<file path="src/rtl/muldiv_peripheral.sv">
// Memory-mapped iterative multiply/divide, one bit per cycle; divider present only with `define MULDIV_DIV_EN.
// Results valid WIDTH+2 cycles after START (2 for divide-by-zero); bus accesses stall via wbusy/rbusy while not IDLE.
module muldiv_peripheral #(
    parameter int WIDTH = 32
) (
    input  logic        clk,
    input  logic        rst,
    input  logic        wstrb,
    input  logic        rstrb,
    input  logic [2:0]  sel,
    input  logic [31:0] wdata,
    output logic [31:0] rdata,
    output logic        wbusy,
    output logic        rbusy,
    output logic [7:0]  LED
);
    localparam int CW = $clog2(WIDTH) + 1;

    typedef enum logic [1:0] {IDLE, RUN, FIX} state_t;
    state_t state, state_nxt;

    logic [WIDTH-1:0] a_reg, b_reg, mag_b, hi, lo, res_lo, res_hi;
    logic [WIDTH-1:0] a_mag_in, b_mag_in;
    logic             op, sgn, neg_a, neg_b, done, dbz, fix_ph;
    logic [CW-1:0]    cnt;
    logic             busy, wr_ok, start, op_in, sgn_in, dbz_start;
    logic [WIDTH:0]   mul_sum;
    logic [2*WIDTH-1:0] prod_neg;
    logic             unused_wdata;

    assign unused_wdata = ^wdata;
    assign sgn_in = wdata[2];
`ifdef MULDIV_DIV_EN
    assign op_in = wdata[1];
    logic [WIDTH:0] div_rs, div_diff;
    assign div_rs   = {hi, lo[WIDTH-1]};
    assign div_diff = div_rs - {1'b0, mag_b};
`else
    assign op_in = 1'b0;
`endif

    assign busy      = (state != IDLE);
    assign wr_ok     = wstrb && !wbusy;
    assign start     = wr_ok && (sel == 3'd2) && wdata[0];
    assign dbz_start = op_in && (b_reg == '0);
    assign a_mag_in  = (sgn_in && a_reg[WIDTH-1]) ? -a_reg : a_reg;
    assign b_mag_in  = (sgn_in && b_reg[WIDTH-1]) ? -b_reg : b_reg;
    assign mul_sum   = {1'b0, hi} + (lo[0] ? {1'b0, mag_b} : '0);
    assign prod_neg  = -{hi, lo};
    assign LED       = res_lo[7:0];

    always_ff @(posedge clk) begin
        if (rst) state <= IDLE;
        else     state <= state_nxt;
    end

    always_comb begin
        state_nxt = state;
        case (state)
            IDLE:    if (start) state_nxt = dbz_start ? FIX : RUN;
            RUN:     if (cnt == CW'(WIDTH - 1)) state_nxt = FIX;
            FIX:     if (fix_ph) state_nxt = IDLE;
            default: state_nxt = IDLE;
        endcase
    end

    always_comb begin
        wbusy = wstrb && (sel <= 3'd2) && busy;
        rbusy = rstrb && ((sel == 3'd3) || (sel == 3'd4)) && busy;
        rdata = '0;
        if (rstrb) begin
            case (sel)
                3'd3:    rdata = 32'(res_lo);
                3'd4:    rdata = 32'(res_hi);
                3'd5:    rdata = {29'b0, dbz, done, busy};
                default: rdata = '0;
            endcase
        end
    end

    always_ff @(posedge clk) begin
        if (rst) begin
            a_reg  <= '0;
            b_reg  <= '0;
            mag_b  <= '0;
            hi     <= '0;
            lo     <= '0;
            res_lo <= '0;
            res_hi <= '0;
            op     <= 1'b0;
            sgn    <= 1'b0;
            neg_a  <= 1'b0;
            neg_b  <= 1'b0;
            done   <= 1'b0;
            dbz    <= 1'b0;
            fix_ph <= 1'b0;
            cnt    <= '0;
        end else begin
            if (wr_ok && sel == 3'd0) a_reg <= wdata[WIDTH-1:0];
            if (wr_ok && sel == 3'd1) b_reg <= wdata[WIDTH-1:0];
            case (state)
                IDLE: if (start) begin
                    op     <= op_in;
                    sgn    <= sgn_in;
                    done   <= 1'b0;
                    dbz    <= 1'b0;
                    cnt    <= '0;
                    fix_ph <= 1'b0;
                    mag_b  <= b_mag_in;
                    // Divide-by-zero preloads its fixed result and skips sign correction.
                    if (dbz_start) begin
                        hi    <= a_reg;
                        lo    <= '1;
                        neg_a <= 1'b0;
                        neg_b <= 1'b0;
                    end else begin
                        hi    <= '0;
                        lo    <= a_mag_in;
                        neg_a <= sgn_in && a_reg[WIDTH-1];
                        neg_b <= sgn_in && b_reg[WIDTH-1];
                    end
                end
                RUN: begin
                    cnt <= cnt + CW'(1);
`ifdef MULDIV_DIV_EN
                    if (op) begin
                        if (!div_diff[WIDTH]) begin
                            hi <= div_diff[WIDTH-1:0];
                            lo <= {lo[WIDTH-2:0], 1'b1};
                        end else begin
                            hi <= div_rs[WIDTH-1:0];
                            lo <= {lo[WIDTH-2:0], 1'b0};
                        end
                    end else
`endif
                    {hi, lo} <= {mul_sum, lo[WIDTH-1:1]};
                end
                FIX: begin
                    fix_ph <= ~fix_ph;
                    // First FIX cycle corrects signs in place, second publishes the result.
                    if (!fix_ph) begin
                        if (op) begin
                            if (neg_a ^ neg_b) lo <= -lo;
                            if (neg_a) hi <= -hi;
                        end else if (neg_a ^ neg_b) begin
                            {hi, lo} <= prod_neg;
                        end
                    end else begin
                        res_lo <= lo;
                        res_hi <= hi;
                        done   <= 1'b1;
`ifdef MULDIV_DIV_EN
                        dbz    <= op && (mag_b == '0);
`endif
                    end
                end
                default: ;
            endcase
        end
    end
endmodule
</file>
<file path="config.mk">
export PLATFORM = sky130hd
export DESIGN_NAME = muldiv_peripheral
export DESIGN_NICKNAME = d
export VERILOG_FILES = /design/src/rtl/muldiv_peripheral.sv
export SDC_FILE = /design/constraint.sdc
export NUM_CORES = 1
export LEC_CHECK = 0
export ABC_AREA = 1
export BUFFER_PORTS_ARGS = -buffer_cell sky130_fd_sc_hd__buf_2
export CORE_ASPECT_RATIO = 1.1
export CORE_MARGIN = 2
export CORE_UTILIZATION = 55
export CTS_CLUSTER_SIZE = 24
export DETAILED_ROUTE_END_ITERATION = 8
export PLACE_DENSITY_LB_ADDON = 0.15
export SYNTH_ARGS = -nofsm -noshare
export SYNTH_HDL_FRONTEND = slang
export SYNTH_SLANG_ARGS = --single-unit
</file>
<file path="constraint.sdc">
create_clock -name clk -period 3.6 [get_ports clk]
set_input_delay 0.18 -clock clk [delete_from_list [all_inputs] [get_ports clk]]
set_output_delay 0.18 -clock clk [all_outputs]
set_load 0.02 [all_outputs]
</file>
== Yosys cells after proc, flatten, opt, wreduce, memory -nomap -nowiden ==
Index checks and enable logic that the tools add are counted.

* Flip-flop bits (word level): 236
* Bits of input ports: 39
* Output and inout bits: 42
* Word-level logic and storage cells: 83

* $add $sub $neg: 5
* Order comparisons: 1
* Equality and inequality tests: 13
* Multiplexer cells: 23
* Bitwise gates (word level): 2
* Reductions and logical operators: 26

{| class="wikitable"
|+ Operators with widths
! cell !! count
|-
| $mux W32 || 10
|-
| $pmux W32 S3 || 3
|-
| $neg A32 Y32 || 2
|-
| $neg A64 Y64 || 1
|-
| $add A32 B32 Y33 || 1
|-
| $pmux W6 S2 || 1
|-
| $logic_and A1 B1 Y1 || 11
|-
| $ne A2 B2 Y1 const B || 5
|-
| $reduce_and A2 Y1 || 4
|-
| $add A6 B1 Y6 const B || 1
|-
| $eq A3 B2 Y1 const B || 2
|-
| $eq A3 B3 Y1 const B || 2
|-
| $eq A6 B5 Y1 const B || 1
|-
| $mux W2 || 3
|-
| $mux W6 || 1
|-
| $pmux W2 S3 || 1
|-
| $reduce_and A3 Y1 || 2
|-
| $reduce_bool A2 Y1 || 3
|-
| $pmux W1 S2 || 2
|-
| $reduce_and A4 Y1 || 1
|-
| $eq A3 B1 Y1 const B || 1
|-
| $le A3 B2 Y1 const B || 1
|-
| $logic_not A3 Y1 || 1
|-
| $reduce_bool A3 Y1 || 1
|-
| 8 further kinds || 9
|}

== Logic depth before layout (Yosys ltp) ==
* Depth in word-level cells: 9
* Gate-level depth with buffers: 20
* Depth with buffers taken out: 18

== Worst setup path before layout ==
No wires, ideal clock.

* Kind: register -> register
* From: register lo[0]
* To: register hi[31]
* Setup time: 70 ps
* Arrival: 2296 ps
* Data required time: 3530 ps
* Setup slack: 1234 ps
* Cell stages (with the launch flop): 21
* Path buffers: 2
* Clock period less this slack: 2366 ps
* Cells stage by stage: dfxtp_1 > buf_6 > clkbuf_1 > nand2_1 > inv_1 > ha_1 > inv_1 > fa_1 > inv_1 > nand3_1 > nand3_1 > nand2_1 > nand2_1 > nand2_1 > nand2_1 > nand3_1 > nand2_1 > nand2_1 > nand2_1 > nand2_1 > a21oi_1

* Longest elaborated chain between the ends: 4
* Elaborated cells between the ends (all ways): 6

{| class="wikitable"
|+ Ends and longest elaborated chain
! what !! line !! text
|-
| from (decl) || 22 || <nowiki>logic [WIDTH-1:0] a_reg, b_reg, mag_b, hi, lo, res_lo, res_hi;</nowiki>
|-
| from (signal assigned) || 118 || <nowiki>lo <= a_mag_in;</nowiki>
|-
| from (signal assigned) || 136 || <nowiki>{hi, lo} <= {mul_sum, lo[WIDTH-1:1]};</nowiki>
|-
| from (signal assigned) || 143 || <nowiki>if (neg_a ^ neg_b) lo <= -lo;</nowiki>
|-
| $neg A64 Y64 || 49 || <nowiki>assign prod_neg = -{hi, lo};</nowiki>
|-
| $mux W32 || 145 || <nowiki>end else if (neg_a ^ neg_b) begin</nowiki>
|-
| $mux W32 || 141 || <nowiki>if (!fix_ph) begin</nowiki>
|-
| $pmux W32 S3 * || 101 || <nowiki>case (state)</nowiki>
|-
| to (signal assigned) || 112 || <nowiki>hi <= a_reg;</nowiki>
|-
| to (signal assigned) || 144 || <nowiki>if (neg_a) hi <= -hi;</nowiki>
|-
| to (signal assigned) || 146 || <nowiki>{hi, lo} <= prod_neg;</nowiki>
|-
| to (decl) || 22 ||
|}

Mark *: on every way between the ends. The rest lies on a longest branch, timed or not. The select of a mux whose other input is x is not followed.
A chain may end at the register's enable or synchronous reset.

== Worst setup path in the final report ==
* From: register lo[0]
* To: register hi[27]

The elaborated chain is that of the path after synthesis.

==> flow_summary.toml <==
[drt]
via_per_inst = 5.72
wirelength_um = 55600
detail_route.wl_per_cell_um = 18.5
antenna_left = 0
vias = 17200
drt_pass1_iterations = 8
drt_iter0_drc = 1507
drc_errors = 0

[clock_tree]
clock_path_buffers = 3
cts.sinks = 236
cts_root_buf = "clkbuf_16"
cts_tree = "built"
path_clk_slew_ns = 0.07
clk-insertion-delay-late_ns = 0.55
cts_buffers = 26
htree_levels = 1
cts_setup_buffers = 0

[power_and_ir_drop]
switching_share_pct = 44.4
clkPwrFrac_pct = 27.1
power_frac_seq_pct = 30.7
p_int_mw = 5.68
p_per_area_nw_per_um2 = 588
p_sw_mw = 4.53
power.leakage_nw = 8.28
ir_drop_mv = 0.399
p_comb_share_pct = 42.2

[die]
core_sq_um = 28500
rows = 65
die_h_um = 182
die_area_sq_um = 30100
die_w_um = 166
num_io_pins = 81
initial_core_util_pct = 55.5

[worst_setup_path]
crit_path_start_kind = "flip-flop"
path_max_fanout = 24
crit_required_ns = 3.98
path_class = "flip-flop to flip-flop"
cp-end-kind = "flip-flop"
crit_arrival_ns = 3.39

[global_routing]
grt_max_degree = 96
antenna_found_initial = 1
grt_pass1_vias = 15600
grt-ovfl-total = 0
grt_first_pass_wirelength_um = 85900
grt_usage_pct = 36.4

[timing]
timing.fmax_ghz = 0.332
rsz0062_at_grt = "false"
setup_tns_ns = 0
fin_skew_ns = 0.0230
fin_crit_sh_pct = 83.6
tightest_slew_ns = 1.09
hold_viol = 0
finalSetupViolations = 0
slew_headroom_pct = 26.9
period_needed_ns = 3.01
drv_slew = 0
whs_ns = 0.0208

[synth]
synth-main-ff-cell = "dfxtp_1"
synth_commonest_cells = "640 x nand2_1, 308 x inv_1, 303 x nor2_1"
syn-instance-count = 2584
async_reset_ff_share_pct = 0
ys_top_cells_by_area = "dfxtp_1 30%, nand2_1 15%, a21oi_1 9.3%"
synth_most_common_cell = "nand2_1"
synth_top_area_share_pct = 29.9
synth_warnings = 0
syn_nets = 2664
yosysSeqAreaShare_pct = 29.9
synth_area_leader_cell = "dfxtp_1"
synth.avg_cell_area_sq_um = 6.11
synth_edf_count = 0
netlist_area_sq_um = 15800
ys_types = 58
ys_ff_latch = 236

[placement]
dp_cells = 2935
place.gp.congestion = 1.03
port_buffers = 80
dp_hpwl_um = 42400

[outcome]
status = "complete, no violations"

[cells_and_area]
fin_cells = 3005
nets = 2703
antenna_cells = 0
fill_cells = 2901
area_delta_synth_final_pct = 10.1
drive_gt1_share_pct = 7.43

[flow_run]
timing.max_cap.violations = 0

[hold_path]
hold_class = "primary input to flip-flop"
[layer usage]
layer | vias to the layer above | global-route usage, % | share of wire [%]
met5 | - | 0 | 0
met4 | 0 | 14.5 | 4.5
met3 | 140 | 4.00 | 6.7
met2 | 709 | 59.0 | 46
met1 | 7836 | 49.3 | 43
li1 | 8514 | - | -
[cell type report]
cell class,instances,area [sq um],share of cell area (%)
well taps,368,460,2.65
multi-input cells,1909,9280,53.4
clock buffers,34,711,4.09
repair buffers,123,818,4.71
clock inverters,8,155,0.893
inverters,327,1230,7.10
flip-flops and latches,236,4720,27.2
[stage by stage]
| stage | total power, mW | cell area [sq um] | utilization, % | worst slack (ns) |
|---|---|---|---|---|
| finish | 10.2 | 17400 | 61.1 | 0.592 |
| global route | 10.8 | 17400 | 61.1 | 0.325 |
| CTS | 10.1 | 17400 | 61.1 | 0.654 |
| detailed placement | 7.29 | 16200 | 57.0 | 0.687 |
| global placement | 7.28 | 16200 | 57.0 | 0.792 |
| floorplan | 6.13 | 15800 | - | 1.23 |
[critical path, stage by stage (launching register included)]
cell and delay, ns:
dfxtp_1 0.86, nand2_1 0.11, inv_1 0.08, ha_1 0.19, inv_1 0.08, fa_1 0.37, inv_1 0.14, nand3_1 0.08
nand3_1 0.16, nand3_1 0.09, nand3_1 0.17, nand2_1 0.11, nand2_1 0.08, nand2_1 0.04, nand3_1 0.07, nand2_1 0.06
nand2_1 0.05, a21oi_1 0.07
[cell families after synthesis]
| family | after synthesis | share of synthesized area [%] |
|---|---|---|
| buffers and inverters | 439 | 11.3 |
| AND/OR/NAND/NOR | 1221 | 32.7 |
| AO/OA/AOI/OAI | 603 | 20.3 |
| flip-flops | 236 | 29.9 |
| adder cells (fa/ha/maj) | 41 | 3.30 |
| XOR/XNOR | 44 | 2.44 |
[power by group through the flow]
stage	clock (mW)	combinational (mW)	sequential, mW
after detailed placement	0	4.11	3.18
after global placement	0	4.11	3.17
final	2.77	4.31	3.13
after floorplan	0	3.06	3.08
after global routing	2.90	4.71	3.17
after CTS	2.80	4.17	3.12
[final timing paths]
check                start       end  slack, ns  depth (start not counted)
hold / removal    wdata[5]  a_reg[5]       0.02                          3
hold reg to reg     cnt[4]    cnt[4]       0.45                          2
setup / recovery     lo[0]    hi[27]       0.59                         17
setup reg to reg     lo[0]    hi[27]       0.59                         17
[layout by cell type, fill, tap and decap left out, types with 6 or more instances in the layout]
master	n
nand2_1	640
inv_1	306
nor2_1	301
a21oi_1	292
dfxtp_1	236
o21ai_0	235
nand3_1	161
buf_2	80
ha_1	40
nand4_1	39
xor2_1	35
dlygate4sd3_1	28
nor3_1	27
clkbuf_16	26
inv_2	16
o211ai_1	16
buf_4	13
o21ai_1	12
a31oi_1	10
nor2_2	9
xnor2_1	9
o21bai_1	7
nor3_2	6
o22ai_1	6
a211oi_1	6
[repair_timing]
action,CTS,global route
hold buffers,28,0
resized for setup,0,0
hold endpoints to repair,42,0
Note: power is estimated with default switching activity, not from simulation.
